--- src/rtl/mem_stage_ctrl.sv ---
// mem_stage_ctrl: data-memory request/hit handshake and memory/write-back latch.
module mem_stage_ctrl #(
    parameter int WORD_W = 32,
    parameter int REG_AW = 5
) (
    input  logic              CLK,
    input  logic              RST,
    input  logic              mem_en,
    input  logic              flush,
    input  logic [WORD_W-1:0] outputi,
    input  logic [WORD_W-1:0] wdati,
    input  logic              dRENi,
    input  logic              dWENi,
    input  logic              reg_wri,
    input  logic [REG_AW-1:0] wseli,
    input  logic              write_sigi,
    input  logic              halti,
    input  logic              dhit,
    input  logic [WORD_W-1:0] dmemload,
    output logic              dmemREN,
    output logic              dmemWEN,
    output logic [WORD_W-1:0] dmemaddr,
    output logic [WORD_W-1:0] dmemstore,
    output logic              mem_stall,
    output logic [WORD_W-1:0] wb_result,
    output logic [WORD_W-1:0] wb_load,
    output logic [REG_AW-1:0] wb_wsel,
    output logic              wb_reg_wr,
    output logic              wb_write_sig,
    output logic              wb_halt
);
    localparam logic [1:0] IDLE   = 2'd0;
    localparam logic [1:0] ACCESS = 2'd1;
    localparam logic [1:0] HALTED = 2'd2;

    logic [1:0] r_state;
    logic       r_flush_pend;
    logic       r_halt_pend;
    logic       w_op;
    logic       w_squash;
    logic       w_halt_done;

    always_comb begin
        w_op        = dRENi | dWENi;
        w_squash    = flush | r_flush_pend;
        w_halt_done = r_halt_pend & ~w_squash;
        mem_stall   = RST ? 1'b0 :
                      (r_state == IDLE)   ? (w_op & ~flush) :
                      (r_state == ACCESS) ? ~dhit : 1'b0;
    end

    always_ff @(posedge CLK or posedge RST) begin
        if (RST) begin
            r_state      <= IDLE;
            r_flush_pend <= 1'b0;
            r_halt_pend  <= 1'b0;
            dmemREN      <= 1'b0;
            dmemWEN      <= 1'b0;
            dmemaddr     <= '0;
            dmemstore    <= '0;
            wb_result    <= '0;
            wb_load      <= '0;
            wb_wsel      <= '0;
            wb_reg_wr    <= 1'b0;
            wb_write_sig <= 1'b0;
            wb_halt      <= 1'b0;
        end else begin
            case (r_state)
                IDLE: begin
                    if (flush) begin
                        wb_reg_wr    <= 1'b0;
                        wb_wsel      <= '0;
                        wb_write_sig <= 1'b0;
                    end else if (w_op) begin
                        dmemaddr    <= outputi;
                        dmemstore   <= wdati;
                        dmemWEN     <= dWENi;
                        dmemREN     <= dRENi & ~dWENi;
                        r_halt_pend <= halti;
                        r_state     <= ACCESS;
                    end else begin
                        if (mem_en) begin
                            wb_result    <= outputi;
                            wb_load      <= '0;
                            wb_wsel      <= wseli;
                            wb_reg_wr    <= reg_wri;
                            wb_write_sig <= write_sigi;
                        end
                        if (halti) begin
                            r_state   <= HALTED;
                            wb_halt   <= 1'b1;
                            wb_reg_wr <= 1'b0;
                        end
                    end
                end
                ACCESS: begin
                    if (dhit) begin
                        dmemREN      <= 1'b0;
                        dmemWEN      <= 1'b0;
                        wb_result    <= dmemaddr;
                        wb_load      <= dmemREN ? dmemload : '0;
                        wb_wsel      <= w_squash ? '0 : wseli;
                        wb_reg_wr    <= ~w_squash & reg_wri;
                        wb_write_sig <= ~w_squash & write_sigi;
                        r_flush_pend <= 1'b0;
                        r_halt_pend  <= 1'b0;
                        r_state      <= w_halt_done ? HALTED : IDLE;
                        wb_halt      <= w_halt_done;
                    end else if (flush) begin
                        r_flush_pend <= 1'b1;
                    end
                end
                HALTED: begin
                    wb_reg_wr <= 1'b0;
                    wb_halt   <= 1'b1;
                end
                default: r_state <= IDLE;
            endcase
        end
    end
endmodule

--- config.mk ---
export PLATFORM = sky130hd
export DESIGN_NAME = mem_stage_ctrl
export DESIGN_NICKNAME = d
export VERILOG_FILES = /design/src/rtl/mem_stage_ctrl.sv
export SDC_FILE = /design/constraint.sdc
export NUM_CORES = 1
export LEC_CHECK = 0
export CAP_MARGIN = 0
export CORE_ASPECT_RATIO = 0.9
export CORE_MARGIN = 3
export CORE_UTILIZATION = 30
export DETAILED_ROUTE_END_ITERATION = 8
export HOLD_SLACK_MARGIN = 0.08
export SYNTH_ARGS = -nofsm -noshare
export SYNTH_HDL_FRONTEND = slang
export SYNTH_SLANG_ARGS = --single-unit
export TNS_END_PERCENT = 10
--- constraint.sdc ---
create_clock -name CLK -period 6.7 [get_ports CLK]
set_input_delay 1.34 -clock CLK [delete_from_list [all_inputs] [get_ports CLK]]
set_output_delay 1.34 -clock CLK [all_outputs]
set_load 0.02 [all_outputs]
==> results_dict.tcl <==
set metrics [dict create \
    status "finished clean" \
    power_frac_seq 0.321 \
    drc 0 \
    skew_ns 0.008759 \
    netSwitchingFraction 0.3998 \
    gp_congestion 0.7608 \
    criticalPathCategory "primary input to output pin" \
    setup_ws_ns 2.134 \
    synth_cell_type_count 36 \
    clkTransAtPathRegs_ns 0.06 \
    multi_input_area_mm2 0.002212 \
    finalHoldViolations 0 \
    synth_area_leaders "dfrtp_1, nand2_1, mux2i_1, o21ai_0, nand3_1" \
    internal_power_mw 2.663 \
    setup_viol 0 \
    ctsHoldBuffers 0 \
    timing.final.max_slew_violations 0 \
    dp_slack_ns 2.087 \
    wl_um 17760 \
    clock.fmax_mhz 219.0 \
    fill_cells 1900 \
    leakage_nw 4.287 \
    drv_cap 0 \
    worstMarginPinSlew_ns 1.171 \
    ys_seq_area_frac 0.5882 \
    cp_slowest_cell "clkdlybuf4s50_1" \
    fin_nets 990 \
    switching_power_mw 1.774 \
    fin_crit_sh 0.6815 \
    avgViaCountPerCell 4.434 \
    htreeDepth 4 \
    required_ns 5.36 \
    finalPower_mw 4.437 \
    first_pass_iters 4 \
    min-delay-start "wb_load[22]$_DFFE_PP0P_" \
    wl_per_cell_um 15.63 \
    crit_top_cell "clkdlybuf4s50_1" \
    layout_commonest_cell "nand2_1" \
    cts_tree "built" \
    die_h_um 140.6 \
    rsz0062_at_grt "no" \
    reg2reg_depth 7 \
    hold_depth 2 \
    grt.overflow.total 0 \
    final_cell_mix "nand2_1, clkdlybuf4s50_1, dfrtp_1" \
    die_x_um 155.6 \
    vias 5037 \
    yosys_warnings 0 \
    ant_nets 0 \
    portBuffers 249 \
    yosysTopAreaCell "dfrtp_1" \
    area_delta_synth_final_pct 52.46 \
    antenna_found_initial 0 \
    critical_path.cell_chain "clkdlybuf4s50_1 -> nand2b_1 -> nor2_4 -> a21oi_1 -> nor2_1 -> clkdlybuf4s50_1" \
    ys_ff_latch 142 \
    synthDominantCellAreaShare 0.5882 \
    dr.first_iter.drc_count 195 \
    hold_path_end "wb_load[22]$_DFFE_PP0P_" \
    netlist_area_mm2 0.006041 \
    start_kind "primary input" \
    layoutNonFillerInstCount 1136 \
    clk_path_buf_depth 2 \
    setup_tns_ns 0 \
    rrSetupSlack_ns 3.95 \
    rows 48 \
    cp_slowest_stage_delay_ns 0.70 \
    syn_nets 756 \
    core_mm2 0.01946 \
    track_usage 0.1641 \
    irDropWorstVdd_mv 0.2059 \
    arrival_ns 3.23 \
    root_buffer "clkbuf_16" \
    clk_latency_ns 0.41 \
    hold_ws_ns 0.4630 \
    seq_area_mm2 0.003553 \
    comb_power_share 0.471 \
    numCtsBuffers 17 \
    rr_endpoint "dmemREN$_DFFE_PP0P_" \
    power_frac_clock 0.208 \
    min_period_ns 4.566 \
    grt_pass1_vias 5175 \
    post_cts_resized 0 \
    cp_max_fo 9 \
    grt_pass1_wl_um 28720 \
    dieArea_mm2 0.02188 \
    synthCells 639 \
    postCtsSetupBuffers 0 \
    start_util 0.3104 \
    grt_start_max_net_pins 98 \
    antennaDiodeCount 0 \
    dp_cells 1104 \
    cts_sinks 142 \
    hpwlAfterDp_um 12000 \
    cellPowerDensity_mw_per_mm2 481.8 \
    min_path_type "flip-flop to flip-flop" \
    layout-drive-gt1-share 0.05305 \
    relSlewSlack 0.2197 \
    r2r_start "r_state[0]$_DFFE_PP0P_" \
    syn_avg_cell_area_um2 9.454 \
    crit_path_end_kind "output pin" \
    ios 250 \
]
critical path, delay by kind of cell:
kind            cells  cell delay [ns]
simple gates        3             0.37
compound gates      1             0.26
buf+inv             2             1.25
logic make-up after synthesis:
group / count (synthesis) / share of synthesized area
adders and majority gates: 6 / 0.01243
muxes: 37 / 0.06297
and+or+nand+nor: 353 / 0.2330
AOI/OAI and AO/OA: 56 / 0.05489
buffers and inverters: 45 / 0.04847
DFF: 142 / 0.5882
layout make-up:
| class | count | share of cell area |
|---|---|---|
| sequential | 142 | 0.3858 |
| timing repair buffer | 254 | 0.2747 |
| multi-input combinational | 452 | 0.2402 |
| clock buffer | 19 | 0.04700 |
| tap | 250 | 0.03396 |
| clock inverter | 13 | 0.01535 |
| inverter | 6 | 0.002989 |
metrics by stage:
stage,util,cell area [um2]
after floorplan,-,6041
after global placement,0.4438,8636
after detailed placement,0.4438,8636
after CTS,0.4733,9210
after global routing,0.4733,9210
final,0.4733,9210
state kept, by name (all words and copies together) (netlist names):
| name | flops |
|---|---|
| r_flush_pend | 1 |
| dmemaddr | 32 |
| wb_halt | 1 |
| wb_wsel | 5 |
| wb_write_sig | 1 |
| wb_reg_wr | 1 |
| wb_result | 32 |
| dmemWEN | 1 |
| r_state | 2 |
| dmemREN | 1 |
| wb_load | 32 |
| r_halt_pend | 1 |
| dmemstore | 32 |
synth_stat cells, drive strengths merged:
master / number
a211oi: 1
a21boi: 1
a21oi: 5
a31oi: 2
a32o: 1
a32oi: 1
a41oi: 1
and2: 1
and3: 1
buf: 30
clkbuf: 9
dfrtp: 142
ha: 6
inv: 6
mux2: 5
mux2i: 32
nand2: 301
nand2b: 3
nand3: 34
nor2: 6
nor2b: 3
nor3b: 2
o211ai: 1
o21ai: 41
o311ai: 1
o31ai: 1
or2: 1
or3b: 1
worst max-delay path by stage:
| stage | depth (start not counted) | from | endpoint | slack [ns] |
|---|---|---|---|---|
| final | 6 | flush | mem_stall | 2.13 |
| after global routing | 6 | flush | mem_stall | 2.03 |
| after CTS | 6 | flush | mem_stall | 2.09 |
| after detailed placement | 6 | flush | mem_stall | 2.09 |
| after global placement | 6 | flush | mem_stall | 2.12 |
| after floorplan | 1 | RST | dmemREN$_DFFE_PP0P_ | 1.55 |
power groups by stage:
| stage | registers [mW] | clock network, mW | logic [mW] |
|---|---|---|---|
| after floorplan | 1.83 | 0 | 0.800 |
| after global placement | 1.43 | 0 | 2.10 |
| after detailed placement | 1.44 | 0 | 2.13 |
| after CTS | 1.43 | 0.957 | 2.13 |
| after global routing | 1.48 | 0.993 | 2.29 |
| final | 1.42 | 0.923 | 2.09 |
per-layer routing:
layer | routed length [um] | track usage | part of all wire | vias up
li1 | - | - | - | 2517
met1 | 7821 | 0.2096 | 0.44 | 2341
met2 | 7959 | 0.2535 | 0.45 | 165
met3 | 1753 | 0.07888 | 0.099 | 14
met4 | 221 | 0.03777 | 0.012 | 0
met5 | 0 | 0 | 0 | -
Power figures use the tool's default switching activity.
